<file path="src/rtl/brp_gshare.sv">
// Direction predictor: table of saturating counters indexed by PC or PC^GHR.
// Post-reset sweep clears the table; accuracy statistics saturate.
module brp_gshare #(
  parameter int IDX_BITS = 7,
  parameter int CTR_W    = 2,
  parameter int GHR_LEN  = 7,
  parameter int MODE     = 1,
  parameter int CNT_W    = 32
) (
  input  logic                clk,
  input  logic                rst,
  input  logic                lookup_valid,
  input  logic [31:0]         lookup_pc,
  output logic                pred_taken,
  output logic [IDX_BITS-1:0] pred_idx,
  input  logic                upd_valid,
  input  logic [IDX_BITS-1:0] upd_idx,
  input  logic                upd_pred,
  input  logic                upd_taken,
  output logic                ready,
  output logic [GHR_LEN-1:0]  ghr,
  output logic [CNT_W-1:0]    stat_total,
  output logic [CNT_W-1:0]    stat_correct
);

  localparam int N = 2 ** IDX_BITS;
  localparam logic [CTR_W-1:0] WNT = CTR_W'((1 << (CTR_W - 1)) - 1);
  localparam logic [IDX_BITS-1:0] LAST = IDX_BITS'(N - 1);

  typedef enum logic {
    INIT,
    RUN
  } state_t;

  state_t state_q, state_d;
  logic [IDX_BITS-1:0] ptr_q, ptr_d;
  logic [CTR_W-1:0] tbl [N];
  logic [GHR_LEN-1:0] ghr_q;
  logic [GHR_LEN:0] ghr_sh;
  logic [CNT_W-1:0] tot_q, cor_q;
  logic [IDX_BITS-1:0] base, hist;
  logic [CTR_W-1:0] ctr_cur;
  logic upd_en;
  logic unused_pc;

  always_ff @(posedge clk or posedge rst) begin
    if (rst) begin
      state_q <= INIT;
      ptr_q   <= '0;
    end else begin
      state_q <= state_d;
      ptr_q   <= ptr_d;
    end
  end

  always_comb begin
    state_d = state_q;
    ptr_d   = ptr_q;
    ready   = 1'b0;
    unique case (state_q)
      INIT: begin
        ptr_d = ptr_q + IDX_BITS'(1);
        if (ptr_q == LAST) state_d = RUN;
      end
      RUN: ready = 1'b1;
      default: state_d = INIT;
    endcase
  end

  assign upd_en  = upd_valid & ready;
  assign ctr_cur = tbl[upd_idx];

  // Table has no reset; the INIT sweep owns clearing it.
  always_ff @(posedge clk) begin
    if (state_q == INIT) begin
      tbl[ptr_q] <= WNT;
    end else if (upd_en) begin
      if (upd_taken && ctr_cur != '1)
        tbl[upd_idx] <= ctr_cur + CTR_W'(1);
      else if (!upd_taken && ctr_cur != '0)
        tbl[upd_idx] <= ctr_cur - CTR_W'(1);
    end
  end

  assign ghr_sh = {ghr_q, upd_taken};

  always_ff @(posedge clk or posedge rst) begin
    if (rst) begin
      ghr_q <= '0;
      tot_q <= '0;
      cor_q <= '0;
    end else if (upd_en) begin
      ghr_q <= ghr_sh[GHR_LEN-1:0];
      if (tot_q != '1) tot_q <= tot_q + CNT_W'(1);
      if (upd_pred == upd_taken && cor_q != '1)
        cor_q <= cor_q + CNT_W'(1);
    end
  end

  always_comb begin
    hist = '0;
    hist[GHR_LEN-1:0] = ghr_q;
  end

  assign base      = lookup_pc[IDX_BITS+1:2];
  assign pred_idx  = (MODE == 0) ? base : (base ^ hist);
  assign pred_taken = ready & lookup_valid & tbl[pred_idx][CTR_W-1];
  assign unused_pc = ^{lookup_pc[31:IDX_BITS+2], lookup_pc[1:0]};

  assign ghr          = ghr_q;
  assign stat_total   = tot_q;
  assign stat_correct = cor_q;

endmodule

</file>
<file path="config.mk">
export PLATFORM = sky130hd
export DESIGN_NAME = brp_gshare
export DESIGN_NICKNAME = d
export VERILOG_FILES = /design/src/rtl/brp_gshare.sv
export SDC_FILE = /design/constraint.sdc
export NUM_CORES = 1
export LEC_CHECK = 0
export BUFFER_PORTS_ARGS = -buffer_cell sky130_fd_sc_hd__buf_4
export CORE_MARGIN = 2
export CORE_UTILIZATION = 40
export CTS_CLUSTER_SIZE = 20
export DETAILED_ROUTE_END_ITERATION = 8
export PLACE_DENSITY = 0.59
export SLEW_MARGIN = 20
export SYNTH_ARGS = -nofsm -noshare
export SYNTH_HDL_FRONTEND = slang
export SYNTH_SLANG_ARGS = --single-unit
</file>
<file path="constraint.sdc">
create_clock -name clk -period 8.7 [get_ports clk]
set_clock_uncertainty 0.2 [all_clocks]
set_input_delay 0 -clock clk [delete_from_list [all_inputs] [get_ports clk]]
set_output_delay 0 -clock clk [all_outputs]
set_load 0.02 [all_outputs]
</file>
### Word level (Yosys, flattened, before mapping)

Memory sizes are Yosys's and may differ from the RTL's.
Index checks and enable logic that the tools add are counted.

* output and inout port bits: 80
* RAM bits: 256
* memories: 1
* register bits after elaboration: 79
* word-level logic and storage cells: 46

Memory list
* tbl: depth 128, bits a word 2, rd ports 2, clocked after Yosys merged registers in 0, write ports 1, RTL line 37 `logic [CTR_W-1:0] tbl [N];`

* reduce and logical (&&, ||, !) cells: 8
* equal/unequal tests: 5
* add/subtract/negate cells: 5
* multiplexer cells: 17
* bitwise logic cells: 5

Operator list (count)
* $add A32 B1 Y32 const B: 2
* $ne A32 B32 Y1 const B: 2
* $mux W1: 14
* $add A7 B1 Y7 const B: 1
* $eq A7 B7 Y1 const B: 1
* $mux W7: 1
* $xor A7 B7 Y7: 1
* $mux W2: 2
* $reduce_and A2 Y1: 2
* $and A1 B1 Y1: 3
* $logic_and A1 B1 Y1: 3
* $add A2 B1 Y2 const B: 1
* $ne A2 B2 Y1 const B: 1
* $reduce_bool A2 Y1: 1
* $reduce_or A2 Y1: 1
* $sub A2 B1 Y2 const B: 1
* $eq A1 B1 Y1: 1
* $logic_not A1 Y1: 1
* $or A1 B1 Y1: 1

### Longest topological paths before layout

An unclocked memory read counts as a cell.

* depth in word-level cells: 11
* mapped depth: 14
* gate-level depth less buffers: 8

### Worst setup path before layout

No wires, ideal clock.

* path kind: input to register
* from: in upd_idx[0]
* to: mem tbl[0][1], data pin
* stages: 10
* slack: 1.745 ns
* buffers on the path: 3
* arrival time: 5.865 ns
* required time: 7.609 ns
* cells stage by stage: buf_4 buf_6 mux4_2 mux4_2 mux4_2 mux2_2 buf_2 nand2_1 nand3_1 a21oi_1

* cells in the longest elaborated chain, start to end: 11

Ends and longest elaborated chain
* start, declared: RTL line 17 `input logic [IDX_BITS-1:0] upd_idx,`
* $mem_v2 Z128 W2 (*)
* $reduce_bool A2 Y1: RTL line 80 `else if (!upd_taken && ctr_cur != '0)`
* $logic_and A1 B1 Y1: RTL line 80
* $mux W1: RTL line 80
* $mux W1: RTL line 78 `if (upd_taken && ctr_cur != '1)`
* $mux W1: RTL line 77 `end else if (upd_en) begin`
* $mux W1: RTL line 75 `if (state_q == INIT) begin`
* $mux W1 (implied by the code): RTL line 81 `tbl[upd_idx] <= ctr_cur - CTR_W'(1);`
* $or A1 B1 Y1 (no source line)
* $reduce_or A2 Y1 (no source line)
* $mux W2 (no source line) (*)
* end, declared: RTL line 37

Mark *: on every way between the ends. The rest lies on a longest branch, timed or not.

### Worst setup path in the final report

* from: in upd_idx[0]
* to: mem tbl[112][0], enable pin

* cells in the longest elaborated chain, start to end: 11

Ends and longest elaborated chain (RTL line)
* $mem_v2 Z128 W2
* $reduce_bool A2 Y1: 80
* $logic_and A1 B1 Y1: 80
* $mux W1: 80
* $mux W1: 78
* $mux W1: 77
* $mux W1: 75
* $mux W1 (implied by the code): 81
* $or A1 B1 Y1 (no source line)
* $reduce_or A2 Y1 (no source line)
* $mux W7 (no source line) or $mux W1 (tied branches)

Several ways; a longest one is shown, not always the timed one.

==> impl_metrics.ini <==
[run_status]
status = finished clean

[yosys]
ys_async_sr_fraction_pct = 23.6
ys_ff_latch = 335
syn_avg_cell_area_sq_um = 15.3
ys_seq_area_share_pct = 59.8
netlist.area_leader.share_pct = 47.5
yosys_warnings = 0
synth_cells = 1055
mappedNetlistNets = 1103
synth_edf_count = 256
ys.flop_type = edfxtp_1
synthDistinctLibCells = 58
synthTopCellsByArea = edfxtp_1 48%, mux4_2 15%, dfrtp_1 12%
synth_area_sq_um = 16200
yosys.area.top_type = edfxtp_1

[drt]
first_pass_iters = 5
num_vias = 10100
drc = 0
drt_iter0_markers = 828
wl_per_cell_microns = 24.0
routed_wl_microns = 40800
vias_per_cell = 5.95
ant_nets = 0

[cts]
ctsResizeCount = 0
post_cts_buffers = 0
clk_latency_ns = 0.53
cts_buffers = 38
clkTransAtPathRegs_ns = 0.06
clock-sinks = 335
clock-root-buffer = clkbuf_16
htree_levels = 2
tritoncts = yes
cts_buffer_depth = 3
ctsHoldBuffers = 3

[sta]
whs_ns = 0.0145
setup_ws_ns = 3.61
rsz0062_at_grt = no
relSlewSlack_pct = 28.2
finalHoldViolations = 0
min_period_over_period_pct = 58.5
drv_slew = 0
worst_pin_slew_ns = 1.07
min_period_ns = 5.09
fmax_mhz = 197
setup_viol = 0
finalSetupTns_ns = 0

[pwr]
power.leakage_nw = 5.81
ir_drop_uv = 123
powerDensity_nw_per_um2 = 183
p_total_w = 0.00343

[min_path]
hold_path.class = in -> async

[floorplan]
die_area_sq_um = 42100
die_w_microns = 205
coreArea_sq_um = 39800
num_io_pins = 125
floorplan.initialDensity_pct = 40.6
rows = 73
die_y_microns = 205

[placed_design]
dpl.hpwl_microns = 25500
place.gp.congestion = 0.810
pre_cts_slack_ns = 3.03
port_buffers = 99

[grt]
grt_remaining_overflow = 0
grt_pass1_wl_microns = 62200
antenna_found_initial = 1
grt_max_degree = 92
track_usage_pct = 19.7
grt_pass1_vias = 10200

[final_layout]
seq_area_sq_um = 9660
fin_nets = 1195
area_growth_syn_to_layout_pct = 16.0
n_antenna_cell = 0
multiInputGateArea_sq_um = 6260
fillCellCount = 3540
drive_above_1_share_pct = 27.4
fin_util_pct = 47.1

[worst_setup_path]
crit_buf_inv = 3
worst_setup_path_start_kind = primary input
cpPeakStageDelay_ns = 0.76
crit_path_end_kind = flop
critPathKind = in -> reg
path_delay_family = multiplexers
crit_fanout = 36
crit_arrival_ns = 5.13
cp_cell_sequence = buf_4, buf_4, mux4_2, mux4_2, mux4_2, mux2_2, a41o_1, nor2_2, o221a_2, buf_4, a211oi_1
cp_slowest_cell = o221a_2
worstPathRequired_ns = 8.75

[flow_run]
maxCapViolCount = 0
==> through the flow <==
stage               std cells  instance area [sq um]
detailed placement       1629                  17500
global placement         1629                  17500
finish                   1700                  18800
CTS                      1700                  18700
floorplan                1055                  16200
global route             1700                  18800
==> logic make-up after synthesis <==
kind of cell	after synthesis	share of synthesized area, %
AOI/OAI and AO/OA	182	8.72
xor gates and xnor gates	75	4.06
adders and majority gates	3	0.232
buffers and inverters	82	2.39
DFF	335	59.8
muxes	133	16.8
and+or+nand+nor	245	8.00
==> final timing paths <==
path | to | from | cells past startpoint | slack [ns]
worst max-delay path | tbl[112][0] | upd_idx[0] | 11 | 3.61
worst min-delay path | stat_correct[3] | rst | 4 | 0.01
worst max register to register | tbl[112][0] | tbl[91][1] | 9 | 3.73
worst min register to register | stat_total[17] | stat_total[17] | 1 | 0.30
max in group asynchronous | stat_total[11] | rst | 4 | 7.78
min in group clk | tbl[68][1] | upd_idx[5] | 4 | 0.05
==> tightest hold or removal path, delay by kind of cell <==
family	cells	cell delay, ns
buffers and inverters	4	1.25
==> layout make-up <==
type	instances	area share [%]
tap	525	3.50
clock inverter	21	1.09
clock buffer	47	5.42
inverter	16	0.327
multi-input combinational	638	33.4
timing repair buffer	118	4.78
sequential	335	51.5
==> state kept, by name, summed over array words and instances, names as in the netlist <==
| register | flops |
|---|---|
| ghr | 7 |
| ptr_q | 7 |
| stat_correct | 32 |
| stat_total | 32 |
| state_q | 1 |
| tbl | 256 |
==> power by group <==
part	leakage, nW	total [W]	switching [W]	internal, W
clock network	0.604	0.00158	0.000633	0.000948
registers	2.98	0.00170	0	0.00170
logic	2.23	0.000147	0.0000909	0.0000558
total	5.81	0.00343	0.000724	0.00271
==> routing by layer <==
metal | track usage (%) | up-vias | wire, microns
li1 | - | 4489 | -
met1 | 27.6 | 5199 | 17700
met2 | 31.1 | 349 | 19100
met3 | 4.53 | 68 | 2960
met4 | 5.52 | 2 | 1010
met5 | 0 | - | 13
==> Yosys cell counts (2+ instances only) <==
master	count
o221ai_2	4
or2_2	3
buf_2	24
inv_1	15
a41o_1	2
o31a_1	2
nor3_1	13
a21oi_1	3
o2111ai_1	2
buf_1	6
mux2i_1	9
nand2b_1	9
mux2_2	14
a32oi_1	8
o21bai_1	2
nand3_1	29
clkbuf_1	28
nor2_1	33
nand2_1	76
nor2b_1	8
and2_1	10
o21a_1	2
and3_1	9
buf_6	5
nand4_1	24
nor3b_1	3
buf_4	3
dfrtp_1	79
ha_1	3
edfxtp_1	256
a211oi_1	132
mux4_2	110
xor2_1	25
o21ai_0	5
nand4_2	10
xnor2_1	50
a41oi_1	2
a211o_1	2
nor4_1	4
a31oi_1	3
or3_1	5
and4_1	5
o22ai_1	3
==> placed cells by master (no fill, tap or decap), drive strengths merged, types with 3 or more instances in the layout <==
cell / netlist / layout
edfxtp: 256 / 256
a211oi: 132 / 132
buf: 38 / 115
mux4: 110 / 110
dfrtp: 79 / 79
nand2: 76 / 76
xnor2: 50 / 50
clkbuf: 28 / 47
nor2: 34 / 34
nand4: 34 / 34
nand3: 30 / 30
xor2: 25 / 25
clkinv: 1 / 17
inv: 15 / 16
mux2: 14 / 14
nor3: 13 / 13
and2: 10 / 10
and3: 9 / 9
mux2i: 9 / 9
nand2b: 9 / 9
nor2b: 8 / 8
a32oi: 8 / 8
and4: 5 / 5
o21ai: 5 / 5
or3: 5 / 5
o221ai: 5 / 5
nor4: 4 / 4
bufinv: 0 / 4
a31oi: 3 / 3
or2: 3 / 3
o22ai: 3 / 3
nor3b: 3 / 3
ha: 3 / 3
dlygate4sd3: 0 / 3
a21oi: 3 / 3
Note: power is estimated with default switching activity, not from simulation.
